===== src/rtl/uart_rx.sv =====
// 8N1 UART receiver: two-flop input synchronizer, start-bit validation at mid-bit,
// mid-bit data sampling, stop-bit check with framing-error pulse and line-low recovery.
module uart_rx #(
   parameter int CLKS_PER_BIT = 435
) (
   input  logic       clk,
   input  logic       reset,
   input  logic       rx,
   output logic [7:0] d_out,
   output logic       valid,
   output logic       busy,
   output logic       frame_err
);

   localparam int HALF_BIT = CLKS_PER_BIT / 2;
   localparam int CW       = $clog2(CLKS_PER_BIT);
   localparam logic [CW-1:0] CNT_HALF = CW'(HALF_BIT - 1);
   localparam logic [CW-1:0] CNT_LAST = CW'(CLKS_PER_BIT - 1);

   typedef enum logic [2:0] {
      S_IDLE      = 3'd0,
      S_START     = 3'd1,
      S_DATA      = 3'd2,
      S_STOP      = 3'd3,
      S_WAIT_HIGH = 3'd4
   } state_t;

   logic          r_rx_m;
   logic          r_rx_s;
   state_t        r_state;
   logic [CW-1:0] r_cnt;
   logic [2:0]    r_bit_idx;
   logic [7:0]    r_shreg;
   logic [7:0]    r_d_out;
   logic          r_valid;
   logic          r_busy;
   logic          r_frame_err;

   state_t        w_state;
   logic [CW-1:0] w_cnt;
   logic [2:0]    w_bit_idx;
   logic [7:0]    w_shreg;
   logic [7:0]    w_d_out;
   logic          w_valid;
   logic          w_busy;
   logic          w_frame_err;

   // Two-flop synchronizer; idle-high reset value avoids a false start after reset.
   always_ff @(posedge clk or negedge reset) begin
      if (!reset) begin
         r_rx_m <= 1'b1;
         r_rx_s <= 1'b1;
      end else begin
         r_rx_m <= rx;
         r_rx_s <= r_rx_m;
      end
   end

   // State, counters and registered outputs.
   always_ff @(posedge clk or negedge reset) begin
      if (!reset) begin
         r_state     <= S_IDLE;
         r_cnt       <= '0;
         r_bit_idx   <= 3'd0;
         r_shreg     <= 8'h00;
         r_d_out     <= 8'h00;
         r_valid     <= 1'b0;
         r_busy      <= 1'b0;
         r_frame_err <= 1'b0;
      end else begin
         r_state     <= w_state;
         r_cnt       <= w_cnt;
         r_bit_idx   <= w_bit_idx;
         r_shreg     <= w_shreg;
         r_d_out     <= w_d_out;
         r_valid     <= w_valid;
         r_busy      <= w_busy;
         r_frame_err <= w_frame_err;
      end
   end

   // Next-state and next-output logic; pulses default low every cycle.
   always_comb begin
      w_state     = r_state;
      w_cnt       = r_cnt;
      w_bit_idx   = r_bit_idx;
      w_shreg     = r_shreg;
      w_d_out     = r_d_out;
      w_valid     = 1'b0;
      w_busy      = r_busy;
      w_frame_err = 1'b0;

      case (r_state)
         S_IDLE: begin
            if (!r_rx_s) begin
               w_cnt   = '0;
               w_busy  = 1'b1;
               w_state = S_START;
            end else begin
               w_busy  = 1'b0;
            end
         end
         S_START: begin
            if (r_cnt == CNT_HALF) begin
               w_cnt = '0;
               if (!r_rx_s) begin
                  w_bit_idx = 3'd0;
                  w_state   = S_DATA;
               end else begin
                  w_busy  = 1'b0;
                  w_state = S_IDLE;
               end
            end else begin
               w_cnt = r_cnt + CW'(1);
            end
         end
         S_DATA: begin
            if (r_cnt == CNT_LAST) begin
               w_shreg   = {r_rx_s, r_shreg[7:1]};
               w_cnt     = '0;
               w_bit_idx = r_bit_idx + 3'd1;
               if (r_bit_idx == 3'd7) begin
                  w_state = S_STOP;
               end else begin
                  w_state = S_DATA;
               end
            end else begin
               w_cnt = r_cnt + CW'(1);
            end
         end
         S_STOP: begin
            if (r_cnt == CNT_LAST) begin
               w_cnt = '0;
               if (r_rx_s) begin
                  w_d_out = r_shreg;
                  w_valid = 1'b1;
                  w_busy  = 1'b0;
                  w_state = S_IDLE;
               end else begin
                  // Hold busy until the line returns high so a break is not re-read as a start.
                  w_frame_err = 1'b1;
                  w_state     = S_WAIT_HIGH;
               end
            end else begin
               w_cnt = r_cnt + CW'(1);
            end
         end
         S_WAIT_HIGH: begin
            if (r_rx_s) begin
               w_busy  = 1'b0;
               w_state = S_IDLE;
            end else begin
               w_state = S_WAIT_HIGH;
            end
         end
         default: begin
            w_cnt   = '0;
            w_busy  = 1'b0;
            w_state = S_IDLE;
         end
      endcase
   end

   assign d_out     = r_d_out;
   assign valid     = r_valid;
   assign busy      = r_busy;
   assign frame_err = r_frame_err;

endmodule


===== config.mk =====
export PLATFORM = sky130hd
export DESIGN_NAME = uart_rx
export DESIGN_NICKNAME = d
export VERILOG_FILES = /design/src/rtl/uart_rx.sv
export SDC_FILE = /design/constraint.sdc
export NUM_CORES = 1
export LEC_CHECK = 0
export ABC_AREA = 1
export CAP_MARGIN = 30
export CORE_UTILIZATION = 51
export DETAILED_ROUTE_END_ITERATION = 16
export GPL_TIMING_DRIVEN = 0
export PLACE_DENSITY = 0.76
export RECOVER_POWER = 25
export SETUP_SLACK_MARGIN = 0.02
export SYNTH_ARGS = -nofsm -noshare
export SYNTH_HDL_FRONTEND = slang
export SYNTH_SLANG_ARGS = --single-unit

===== constraint.sdc =====
create_clock -name clk -period 1.3 [get_ports clk]
set_input_delay 0.13 -clock clk [delete_from_list [all_inputs] [get_ports clk]]
set_output_delay 0.13 -clock clk [all_outputs]
set_load 0.05 [all_outputs]

==> flow_summary.ini <==
[outcome]
status = finished, violations left
failed_checks = negative setup slack

[detailed_routing]
drt-initial-drc-count = 75
via_per_inst = 4.90
drt.antenna.violating_nets = 0
firstDrtPassIters = 6
wire_per_inst_um = 11.7
via_count = 1415
wl_um = 3390
post-route-drc-count = 0

[timing]
rsz0062_at_grt = yes
max_clock_freq_mhz = 684
fin_ws_ps = -163
fin_crit_ps = 1460
finalHoldViolCount = 0
slew_headroom_pct = 42.6
finalClockSkew_ps = 16.1
finalMaxSlewViolations = 0
worst_pin_slew_ps = 861
layout_worst_path_cycle_share_pct = 113
finalSetupViolations = 29
tns_ps = -2080

[setup_path]
r2r-end = r_bit_idx[0]$_DFFE_PN0P_
slowest_stage = dfrtp_1
required_ps = 1580
crit_chain = inv_2 -> ha_4 -> nand2_4 -> nor2_4 -> nand3_2 -> buf_6 -> or2_0 -> nand2_1
max_stage_delay_ps = 410
rr_worst_depth = 8
path_class = reg2reg
cp.arrival_ps = 1740
cp.depth = 8
r2r-start = r_cnt[0]$_DFFE_PN0P_
cp-end-kind = flip-flop
r2r_setup_slack_ps = -160
path_buf_inv = 2
path_max_fanout = 10
cp_top_family = simple AND/OR/NAND/NOR gates
worst_setup_path_start_kind = flip-flop

[logic_synthesis]
synth_top_cell_by_area = dfrtp_1
yosysTopAreaCellShare_pct = 48.8
syn_nets = 221
yosysWarnings = 0
syn_area_um2 = 1740
synth-seq-area-share_pct = 51.8
syn_avg_cell_area_um2 = 8.18
synth.area.top_cells = dfrtp_1, nand2_1, ha_1
synthCells = 213
ys_ff_latch = 36
synth_cell_type_count = 24

[global_route]
grt_overflow = 0
grt_pass1_wl_um = 5420
antenna_found_initial = 0
grt_use_total_pct = 20.4
grt_max_degree = 37
grt_pass1_vias = 1300

[clock_tree]
cts.path.max_buffers = 2
cts_sinks = 36
cts_tree = done
root_buffer = clkbuf_4
clk_pin_slew_ps = 110
insertion_delay_ps = 350
cts.htree.levels = 2
cts_made_buffers = 5

[worst_hold_path]
hp-start = rx
worstHoldPathCells = 1
min_to = r_rx_m$_DFF_PN1_
hold_class = in2reg

[floorplanning]
row_count = 20
die_w_um = 60.5
core_um2 = 3150
die_h_um = 60.5
io-pin-count = 14
start_util_pct = 55.3
dieArea_um2 = 3660

[final_layout]
regArea_um2 = 905
finish.net_count = 252
n_antenna_cell = 0
instances_no_fill = 289
n_fill_cell = 240
final_area_um2 = 2220
final_layout_size_suffix_gt1_share_pct = 34.3
multi_input_area_um2 = 886
syn2layout_area_growth_pct = 27.2

[power]
total_power_mw = 1.76
power.density_nw_per_um2 = 795
vdd_drop_max_mv = 0.623
p_leak_nw = 1.22

[placement]
port_buffers = 13
dpl_cell_area_um2 = 1950
dp.cells = 270
hpwl_um = 2050
place_congestion = 0.915

[flow_run]
drv_cap = 0
==> layout by cell type, fill, tap and decap left out, drive strengths merged <==
cell	instances
nand2	100
dfrtp	34
nor2	21
inv	21
buf	13
nand3	11
clkdlybuf4s15	8
o21ai	7
clkbuf	6
ha	5
xor2	4
nor3	4
clkinv	3
nand4	2
dlygate4sd3	2
dfstp	2
a21oi	1
or2	1
==> state kept, by name, summed over array words and instances (netlist names) <==
register / cells
r_cnt: 9
d_out: 8
r_shreg: 8
r_bit_idx: 3
r_state: 3
busy: 1
frame_err: 1
r_rx_m: 1
r_rx_s: 1
valid: 1
==> stage by stage <==
| stage | setup WS (ps) | hold WS, ps | util (%) |
|---|---|---|---|
| final | -163 | 319 | 70.3 |
| after detailed placement | -172 | 261 | 61.9 |
| after floorplan | -15.0 | -166 | - |
| after global placement | -713 | 345 | 62.0 |
| after global routing | -248 | 302 | 70.3 |
| after CTS | -132 | 168 | 67.8 |
==> layer usage <==
metal | GRT usage (%) | vias to the layer above | routed length [µm]
li1 | - | 727 | -
met5 | 0 | - | 0
met2 | 29.8 | 48 | 1580
met1 | 28.0 | 640 | 1610
met4 | 9.09 | 0 | 0
met3 | 6.18 | 0 | 192
==> worst register-to-register path: cells and delay by family, from the launching register on <==
kind / cells / cell delay, ps
adders and majority gates: 1 / 150
buffers and inverters: 2 / 260
DFF: 1 / 410
and+or+nand+nor: 5 / 600
==> power breakdown <==
part	internal, mW	leakage (nW)	switching (mW)
sequential	1.13	0.474	0.00578
clock	0.208	0.0349	0.390
combinational	0.00707	0.715	0.0267
total	1.34	1.22	0.422
==> synthesized netlist by cell type <==
library cell and count:
nor2_4 2, or2_0 1, clkinv_1 1, nor3_4 1, nand3_2 2, o21ai_0 4, dfstp_2 2, nor3_1 2
nor3_2 1, nand2_1 94, nand2_2 6, nor2_1 16, nor2_2 3, nand3_1 9, a21oi_1 1, o21ai_2 1
o21ai_1 2, xor2_1 4, nand4_1 2, dfrtp_1 34, ha_1 5, inv_1 11, inv_2 8, buf_6 1
==> cell families (layout without fill, tap and decap cells) <==
| kind of cell | count (synthesis) | in the layout | share of synthesized area [%] |
|---|---|---|---|
| adder cells (fa/ha/maj) | 5 | 5 | 3.59 |
| AND/OR/NAND/NOR | 139 | 139 | 35.1 |
| XOR/XNOR | 4 | 4 | 2.01 |
| AO/OA/AOI/OAI | 8 | 8 | 2.51 |
| buffers and inverters | 21 | 53 | 4.95 |
| flip-flops | 36 | 36 | 51.8 |
==> worst max path at each step <==
stage                               startpoint                  endpoint  slack [ps]
after detailed placement  r_cnt[0]$_DFFE_PN0P_      d_out[6]$_DFFE_PN0P_        -170
after floorplan           r_cnt[0]$_DFFE_PN0P_      r_cnt[4]$_DFFE_PN0P_         -20
final                     r_cnt[0]$_DFFE_PN0P_  r_bit_idx[0]$_DFFE_PN0P_        -160
after global routing      r_cnt[0]$_DFFE_PN0P_  r_bit_idx[0]$_DFFE_PN0P_        -250
after global placement                   reset      d_out[3]$_DFFE_PN0P_        -710
after CTS                 r_cnt[0]$_DFFE_PN0P_      d_out[4]$_DFFE_PN0P_        -130
==> layout make-up <==
class	count	area share, %
sequential	36	40.8
multi-input combinational	156	40.0
timing repair buffer	23	9.59
inverter	20	3.72
tap	44	2.48
clock buffer	5	1.69
clock inverter	3	0.846
buffer	1	0.508
timing repair inverter	1	0.395
==> repair_timing <==
item | 4_1_cts | 5_1_grt
buffers inserted | 8 | 1
endpoints found under the hold margin | 34 | 0
pin swaps | 1 | 5
endpoints found under the setup margin | 43 | 37
hold buffers | 1 | 0
gates cloned | 0 | 1
gates resized for setup | 49 | 30
Power figures use the tool's default switching activity.
